`src/rtl/uart_rx.sv`:
```
// ----------------------------------------------------------------------------
// uart_rx -- UART receiver, counterpart of the team's UART transmit path.
//
// Frame: start bit (0), DATA_WIDTH data bits LSB first, optional parity bit,
// stop bit (1). The line is oversampled at PRESCALE clocks per bit and each
// bit is taken near the middle of its window.
//
// Optional feature (compile-time macro UART_RX_MAJORITY_EN):
//   defined   -> each bit is the majority of three samples taken at
//                edge_cnt = PRESCALE/2-2, PRESCALE/2-1, PRESCALE/2; the decision
//                is made at PRESCALE/2 (one cycle later than the default).
//   undefined -> single sample at edge_cnt = PRESCALE/2-1.
//
// Parameters:
//   PRESCALE    clocks per bit (even, >= 4)
//   DATA_WIDTH  data bits per frame
//
// Ports:
//   CLK            system clock, rising edge
//   RST            synchronous, active-high reset
//   RX_IN          asynchronous serial line, idles high
//   parity_enable  1 = frame carries a parity bit (latched at start detection)
//   parity_type    0 = even, 1 = odd (latched at start detection)
//   P_DATA         last good byte; holds until the next valid frame
//   Data_Valid     one-cycle strobe, P_DATA valid in that cycle
//   parity_error   one-cycle strobe, parity mismatch
//   stop_error     one-cycle strobe, stop bit sampled 0
//   busy           high whenever the FSM is not IDLE
//
// Handshake: Data_Valid is a pure strobe with no ready/backpressure; the
// consumer must take P_DATA in the cycle Data_Valid is high (P_DATA also
// holds afterwards until the next good frame).
// ----------------------------------------------------------------------------
module uart_rx #(
    parameter int PRESCALE   = 8,
    parameter int DATA_WIDTH = 8
) (
    input  logic                  CLK,
    input  logic                  RST,
    input  logic                  RX_IN,
    input  logic                  parity_enable,
    input  logic                  parity_type,
    output logic [DATA_WIDTH-1:0] P_DATA,
    output logic                  Data_Valid,
    output logic                  parity_error,
    output logic                  stop_error,
    output logic                  busy
);

    localparam int CNT_W = $clog2(PRESCALE);
    localparam int BIT_W = (DATA_WIDTH > 1) ? $clog2(DATA_WIDTH) : 1;

    localparam logic [CNT_W-1:0] LAST_CNT = CNT_W'(PRESCALE - 1);
    localparam logic [BIT_W-1:0] LAST_BIT = BIT_W'(DATA_WIDTH - 1);

`ifdef UART_RX_MAJORITY_EN
    localparam logic [CNT_W-1:0] EARLY_CNT  = CNT_W'(PRESCALE / 2 - 2);
    localparam logic [CNT_W-1:0] MID_CNT    = CNT_W'(PRESCALE / 2 - 1);
    localparam logic [CNT_W-1:0] SAMPLE_CNT = CNT_W'(PRESCALE / 2);
`else
    localparam logic [CNT_W-1:0] SAMPLE_CNT = CNT_W'(PRESCALE / 2 - 1);
`endif

    typedef enum logic [2:0] {
        IDLE   = 3'd0,
        START  = 3'd1,
        DATA   = 3'd2,
        PARITY = 3'd3,
        STOP   = 3'd4
    } state_t;

    state_t state;
    state_t next_state;

    logic                  rx_meta;
    logic                  rx_s;
    logic [CNT_W-1:0]      edge_cnt;
    logic [BIT_W-1:0]      bit_cnt;
    logic [DATA_WIDTH-1:0] shift_reg;
    logic                  par_en_q;
    logic                  par_type_q;
    logic                  par_err_q;

    logic                  sample_pt;
    logic                  window_end;
    logic                  bit_val;
    logic                  detect;
    logic                  frame_done;

    // ------------------------------------------------------------------
    // Two-flop synchronizer; everything downstream uses rx_s only.
    // ------------------------------------------------------------------
    always_ff @(posedge CLK) begin
        if (RST) begin
            rx_meta <= 1'b1;
            rx_s    <= 1'b1;
        end else begin
            rx_meta <= RX_IN;
            rx_s    <= rx_meta;
        end
    end

    // ------------------------------------------------------------------
    // Bit value decision
    // ------------------------------------------------------------------
`ifdef UART_RX_MAJORITY_EN
    logic s_early;
    logic s_mid;

    always_ff @(posedge CLK) begin
        if (RST) begin
            s_early <= 1'b1;
            s_mid   <= 1'b1;
        end else begin
            if (edge_cnt == EARLY_CNT) s_early <= rx_s;
            if (edge_cnt == MID_CNT)   s_mid   <= rx_s;
        end
    end

    assign bit_val = (s_early & s_mid) | (s_early & rx_s) | (s_mid & rx_s);
`else
    assign bit_val = rx_s;
`endif

    assign sample_pt  = (edge_cnt == SAMPLE_CNT);
    assign window_end = (edge_cnt == LAST_CNT);
    assign detect     = (state == IDLE) && !rx_s;
    assign frame_done = (state == STOP) && sample_pt;
    assign busy       = (state != IDLE);

    // ------------------------------------------------------------------
    // FSM
    // ------------------------------------------------------------------
    always_ff @(posedge CLK) begin
        if (RST) state <= IDLE;
        else     state <= next_state;
    end

    always_comb begin
        next_state = state;
        unique case (state)
            IDLE: begin
                if (!rx_s) next_state = START;
            end
            START: begin
                // A high line at the start sample means the falling edge
                // was a glitch.
                if (sample_pt && bit_val) next_state = IDLE;
                else if (window_end)      next_state = DATA;
            end
            DATA: begin
                if (window_end && (bit_cnt == LAST_BIT))
                    next_state = par_en_q ? PARITY : STOP;
            end
            PARITY: begin
                if (window_end) next_state = STOP;
            end
            STOP: begin
                // Leave at the stop sample so a following start bit can be
                // caught without waiting out the stop window.
                if (sample_pt) next_state = IDLE;
            end
            default: next_state = IDLE;
        endcase
    end

    // ------------------------------------------------------------------
    // Counters. The detection cycle counts as edge_cnt 0 of the start
    // window, so the counter is already 1 in the first START cycle.
    // ------------------------------------------------------------------
    always_ff @(posedge CLK) begin
        if (RST) begin
            edge_cnt <= '0;
        end else if (next_state == IDLE) begin
            edge_cnt <= '0;
        end else if (window_end) begin
            edge_cnt <= '0;
        end else begin
            edge_cnt <= edge_cnt + 1'b1;
        end
    end

    always_ff @(posedge CLK) begin
        if (RST) begin
            bit_cnt <= '0;
        end else if (state != DATA) begin
            bit_cnt <= '0;
        end else if (window_end) begin
            bit_cnt <= (bit_cnt == LAST_BIT) ? '0 : bit_cnt + 1'b1;
        end
    end

    // ------------------------------------------------------------------
    // Datapath: shift register, frame config, parity check
    // ------------------------------------------------------------------
    always_ff @(posedge CLK) begin
        if (RST) begin
            shift_reg  <= '0;
            par_en_q   <= 1'b0;
            par_type_q <= 1'b0;
            par_err_q  <= 1'b0;
        end else begin
            if (detect) begin
                par_en_q   <= parity_enable;
                par_type_q <= parity_type;
                par_err_q  <= 1'b0;
            end
            // LSB arrives first, so shifting in at the MSB end leaves the
            // first bit in bit 0 once the byte is complete.
            if ((state == DATA) && sample_pt)
                shift_reg <= {bit_val, shift_reg[DATA_WIDTH-1:1]};
            if ((state == PARITY) && sample_pt)
                par_err_q <= (bit_val != ((^shift_reg) ^ par_type_q));
        end
    end

    // ------------------------------------------------------------------
    // Output strobes, registered one cycle after the stop sample.
    // ------------------------------------------------------------------
    always_ff @(posedge CLK) begin
        if (RST) begin
            P_DATA       <= '0;
            Data_Valid   <= 1'b0;
            parity_error <= 1'b0;
            stop_error   <= 1'b0;
        end else begin
            Data_Valid   <= 1'b0;
            parity_error <= 1'b0;
            stop_error   <= 1'b0;
            if (frame_done) begin
                stop_error   <= !bit_val;
                parity_error <= par_err_q;
                if (bit_val && !par_err_q) begin
                    Data_Valid <= 1'b1;
                    P_DATA     <= shift_reg;
                end
            end
        end
    end

endmodule

```
`config.mk`:
```
export PLATFORM = sky130hd
export DESIGN_NAME = uart_rx
export DESIGN_NICKNAME = d
export VERILOG_FILES = /design/src/rtl/uart_rx.sv
export SDC_FILE = /design/constraint.sdc
export NUM_CORES = 1
export LEC_CHECK = 0
export ABC_AREA = 1
export ABC_CLOCK_PERIOD_IN_PS = 1840
export CORE_AREA = 2 2 82 84
export CTS_CLUSTER_SIZE = 40
export DETAILED_ROUTE_END_ITERATION = 8
export DIE_AREA = 0 0 84 86
export GPL_ROUTABILITY_DRIVEN = 0
export PLACE_DENSITY = 0.39
export SYNTH_ARGS = -nofsm -noshare
export SYNTH_HDL_FRONTEND = slang
export SYNTH_SLANG_ARGS = --single-unit
```
`constraint.sdc`:
```
create_clock -name CLK -period 1.84 [get_ports CLK]
set_input_delay 0.368 -clock CLK [delete_from_list [all_inputs] [get_ports CLK]]
set_output_delay 0.368 -clock CLK [all_outputs]
set_load 0.01 [all_outputs]
```
==> results of run 1 <==
## per-layer routing
metal | up-vias | track usage [%] | wire [um]
met5 | - | 0 | 0
li1 | 667 | - | -
met3 | 2 | 2.69 | 110
met2 | 20 | 16.6 | 1440
met4 | 0 | 3.08 | 18
met1 | 546 | 11.6 | 1490
## cells by family (layout without fill, tap and decap cells)
family | count (synthesis) | in the layout | synth area share (%)
and+or+nand+nor | 87 | 87 | 27.6
buffers and inverters | 29 | 51 | 8.72
xor gates and xnor gates | 5 | 5 | 2.85
DFF | 33 | 33 | 43.0
AOI/OAI and AO/OA | 37 | 37 | 12.9
adders and majority gates | 6 | 6 | 4.89
## power groups by stage
| stage | logic (mW) | registers [mW] | clock network (mW) |
|---|---|---|---|
| after floorplan | 0.0347 | 0.740 | 0 |
| after global placement | 0.0529 | 0.742 | 0 |
| after detailed placement | 0.0526 | 0.742 | 0 |
| after CTS | 0.0528 | 0.725 | 0.736 |
| after global routing | 0.0604 | 0.726 | 0.757 |
| final | 0.0514 | 0.725 | 0.707 |
## layout make-up
type,count,area [sq um],area share [%]
clock buffer,7,86.3,4.56
clock inverter,1,30.0,1.59
inverter,23,87.6,4.63
multi-input combinational,135,741,39.1
sequential,33,662,35.0
tap,77,96.3,5.09
timing repair buffer,20,190,10.0
## path summary, 6_finish.rpt
kind / from / to / slack, ps
max: state[1] / busy / 140
min: rx_meta / bit_val / 410
max reg2reg: edge_cnt[0] / edge_cnt[0] / 240
min reg2reg: rx_meta / bit_val / 410
## critical path: stages, from the launching register on
cell             delay [ps]
dfxtp_2                 400
nor2_4                   50
nand2_2                  70
clkdlybuf4s50_1         530
## metrics by stage
stage / hold slack, ps / instances
6_report: 408 / 296
5_1_grt: 431 / 296
4_1_cts: 410 / 296
3_5_place_dp: 393 / 288
3_3_place_gp: 393 / 288
2_1_floorplan: 389 / 197
## placed cells by master (no fill, tap or decap), types with 4 or more instances in the layout
cell type        instances
o21ai_0                 16
clkdlybuf4s50_1         16
clkbuf_8                 6
nand2_2                  5
nor2_1                  25
dfxtp_1                 32
inv_1                   20
nand3_1                  8
buf_4                    4
ha_1                     6
nand2_1                 37
a21oi_1                 14
==> flow_summary.json, run 1 <==
{
  "routed_wl_um": 3060,
  "grt_pass1_vias": 1298,
  "synth_warnings": 0,
  "ctsLongestPathBuffers": 2,
  "root_buffer": "clkbuf_8",
  "track_usage_pct": 9.59,
  "p_int_mw": 1.19,
  "drive_gt1_share_pct": 14.6,
  "drc": 0,
  "cts_setup_buffers": 0,
  "async_reset_ff_share_pct": 0,
  "seqPwrFrac_pct": 48.9,
  "tightestPinTransition_ps": 332,
  "synth_top_area_share_pct": 43.0,
  "critPathRequiredTime_ps": 1470,
  "final_max_slew_viol_count": 0,
  "reg2regPathDepth": 9,
  "status": "finished, final reports clean",
  "fin_tns_setup_ps": 0,
  "num_io_pins": 17,
  "dp_hpwl_um": 2220,
  "hold_path.class": "register to register",
  "drtAntennaViolNets": 0,
  "cts_sinks": 33,
  "synth_area_sq_mm": 0.00154,
  "holdBufCountCts": 0,
  "utilization_pct": 30.2,
  "crit_type": "register to primary output",
  "cap_viol_max_count": 0,
  "placementRows": 29,
  "grt_pass1_wl_um": 5600,
  "min_period_ps": 1700,
  "first_pass_iters": 4,
  "fin_area_sq_mm": 0.00189,
  "switching_power_uw": 298,
  "clockPowerShare_pct": 47.7,
  "setup_ws_ps": 145,
  "num-fill-cells": 686,
  "syn_inst": 197,
  "clk_latency_ps": 280,
  "end_kind": "primary output",
  "cts_buffers": 5,
  "worstPathArrival_ps": 1330,
  "synth_area_per_cell_sq_um": 7.79,
  "setup_viol": 0,
  "min_period_over_period_pct": 92.1,
  "portBuffers": 16,
  "synth_top_flop_cell": "dfxtp_1",
  "hold_depth": 1,
  "fin_worst_skew_ps": 7.93,
  "power.density_mw_per_mm2": 784,
  "synth_most_common_cell": "nand2_1",
  "cellLeakagePower_nw": 0.777,
  "power_frac_comb_pct": 3.5,
  "syn_nets": 208,
  "dp_slack_ps": 246,
  "synthTopCellsByArea": "dfxtp_1 43%, nand2_1 9.0%, nor2_1 6.1%",
  "ys_top_cells_by_count": "37 x nand2_1, 33 x dfxtp_1, 25 x nor2_1",
  "place_area_sq_mm": 0.00178,
  "ys_seq_area_share_pct": 43.0,
  "cts_resized": 0,
  "die_y_um": 86,
  "grt-ovfl-total": 0,
  "p_total_mw": 1.48,
  "core_area_sq_mm": 0.00628,
  "wire_per_inst_um": 10.3,
  "antenna_found_initial": 0,
  "drt_iter0_markers": 31,
  "grt_max_degree": 23,
  "crit_fanout": 3,
  "p_sw_share_pct": 20.1,
  "clk_pin_slew_worst_paths_ps": 70,
  "fin_nets": 229,
  "rsz0062_at_grt": "no",
  "die_area_sq_mm": 0.00722,
  "num_vias": 1235,
  "fmax_mhz": 590,
  "synth-edff-count": 0,
  "htree_levels": 2,
  "ys_types": 31,
  "die_w_um": 84,
  "ys_ff_latch": 33,
  "n_antenna_cell": 0,
  "hold_violations": 0,
  "synth_top_area_cell": "dfxtp_1",
  "syn_to_final_growth_pct": 23.3,
  "cts_tree": "yes",
  "peakVddDrop_uv": 259,
  "start_util_pct": 24.5,
  "cp-start-kind": "register",
  "slew_headroom_pct": 77.8,
  "vias_per_cell": 4.17
}
Power figures use the tool's default switching activity.
==> run 2, diff against run 1 <==
- ABC_CLOCK_PERIOD_IN_PS: 1840 -> 2140
- clock period: 1.84 -> 2.14 ns (I/O delays scaled with it)
==> run 2 against run 1 <==
Wire length down 1.2%. Count of clock-buffer cells in the layout down 2. First-iteration DRC count down 45%. Die area unchanged. Sequential cell count unchanged. Via count unchanged. Utilization about the same. Clock power down 2%. Largest cell class unchanged. Largest power group is now clock. Final cell count down 0.68%.
==> flow_summary.json, run 2 (synthesis results as in run 1) <==
{
  "min_period_ps": 1920,
  "final_max_slew_viol_count": 0,
  "fin_area_sq_mm": 0.00189,
  "num_vias": 1235,
  "root_buffer": "clkbuf_8",
  "hold_violations": 0,
  "die_area_sq_mm": 0.00722,
  "setup_ws_ps": 220,
  "utilization_pct": 30.2,
  "hold_path.class": "register to register",
  "htree_levels": 2,
  "place_area_sq_mm": 0.00176,
  "cp-start-kind": "register",
  "status": "finished, final reports clean",
  "cts_setup_buffers": 0,
  "peakVddDrop_uv": 317,
  "fin_tns_setup_ps": 0,
  "first_pass_iters": 4,
  "p_total_mw": 1.36,
  "cellLeakagePower_nw": 0.775,
  "critPathRequiredTime_ps": 1710,
  "worstPathArrival_ps": 1490,
  "syn_to_final_growth_pct": 23.4,
  "die_y_um": 86,
  "end_kind": "primary output",
  "fin_worst_skew_ps": 5.74,
  "cts_sinks": 33,
  "path_depth": 3,
  "grt_pass1_wl_um": 5460,
  "setup_viol": 0,
  "rsz0062_at_grt": "no",
  "cap_viol_max_count": 0,
  "r2r_slack_ps": 550,
  "rr_endpoint": "edge_cnt[0]",
  "vias_per_cell": 4.20,
  "startpoint": "state[0]",
  "hold_depth": 1,
  "grt_pass1_vias": 1227,
  "clk_latency_ps": 280,
  "power.density_mw_per_mm2": 719,
  "crit_type": "register to primary output",
  "drc": 0,
  "grt-ovfl-total": 0,
  "routed_wl_um": 3020,
  "fin_nets": 227,
  "reg2regPathDepth": 9,
  "path_buf_inv": 2,
  "layout_commonest_cell": "nand2_1",
  "cts_resized": 0,
  "portBuffers": 16,
  "n_antenna_cell": 0,
  "critPathMaxStageDelay_ps": 540,
  "cts_tree": "yes",
  "crit_end": "busy",
  "cp_top_family": "buffers and inverters",
  "drtAntennaViolNets": 0,
  "worst_path_max_delay_cell": "clkdlybuf4s50_1",
  "holdBufCountCts": 0,
  "num_io_pins": 17,
  "start_util_pct": 24.5,
  "crit_chain": "inv_2 > nand2_2 > clkdlybuf4s50_1",
  "drive_gt1_share_pct": 13.8,
  "drt_iter0_markers": 17,
  "antenna_found_initial": 0,
  "cts_buffers": 5,
  "fmax_mhz": 521,
  "final_cells": 294,
  "grt_max_degree": 15,
  "whs_ps": 408,
  "core_area_sq_mm": 0.00628,
  "crit_fanout": 6,
  "dp_slack_ps": 481,
  "dp_hpwl_um": 2280,
  "most-common-layout-cells": "37 x nand2_1, 33 x dfxtp_1, 25 x nor2_1, 20 x inv_1",
  "tightestPinTransition_ps": 337,
  "dp_cells": 286,
  "track_usage_pct": 9.51,
  "min_period_over_period_pct": 89.7,
  "slew_headroom_pct": 77.5,
  "wire_per_inst_um": 10.3,
  "r2r_start": "edge_cnt[0]",
  "die_w_um": 84,
  "ctsLongestPathBuffers": 2,
  "placementRows": 29,
  "clk_pin_slew_worst_paths_ps": 70
}
-- run 2: cell count changes in the layout (fill, tap and decap cells not counted), sizes merged --
cell,before,now
bufinv,1,2
clkbuf,7,5
buf,4,2
clkinv,1,2
-- run 2: how the worst min path moves through the flow --
stage                       start  endpoint  slack, ps
after floorplan           rx_meta   bit_val        390
after global placement    rx_meta   bit_val        390
after detailed placement  rx_meta   bit_val        390
after CTS                 rx_meta   bit_val        410
after global routing      rx_meta   bit_val        420
final                     rx_meta   bit_val        410
-- run 2: report_power, final --
group | switching, mW | internal [mW] | leakage, nW | total, mW
clock network | 0.233 | 0.463 | 0.0681 | 0.695
logic | 0.0218 | 0.0205 | 0.441 | 0.0423
registers | 0.00602 | 0.619 | 0.267 | 0.625
-- run 2: layout make-up --
cell class | instances | area (sq um)
clock buffers | 5 | 68.8
clock inverters | 3 | 65.1
fillers | 679 | 4380
inverters | 23 | 87.6
multi-input cells | 135 | 741
flip-flops and latches | 33 | 661
well taps | 77 | 96.3
repair buffers | 18 | 175
-- run 2: routing by layer --
metal	track usage [%]	vias to the layer above	wire (um)
met4	3.08	0	32
met3	2.89	4	111
li1	-	662	-
met2	16.4	17	1430
met1	11.4	552	1450
met5	0	-	0
-- run 2: worst register-to-register path, cell delays in order, from the launching register on --
cell     delay (ps)
dfxtp_1         330
ha_1            190
ha_1            330
nand2_1         120
nand4_1         100
nand3_1         100
nor2_1          130
nand2_2          70
nand2_2          70
nor2_1           40
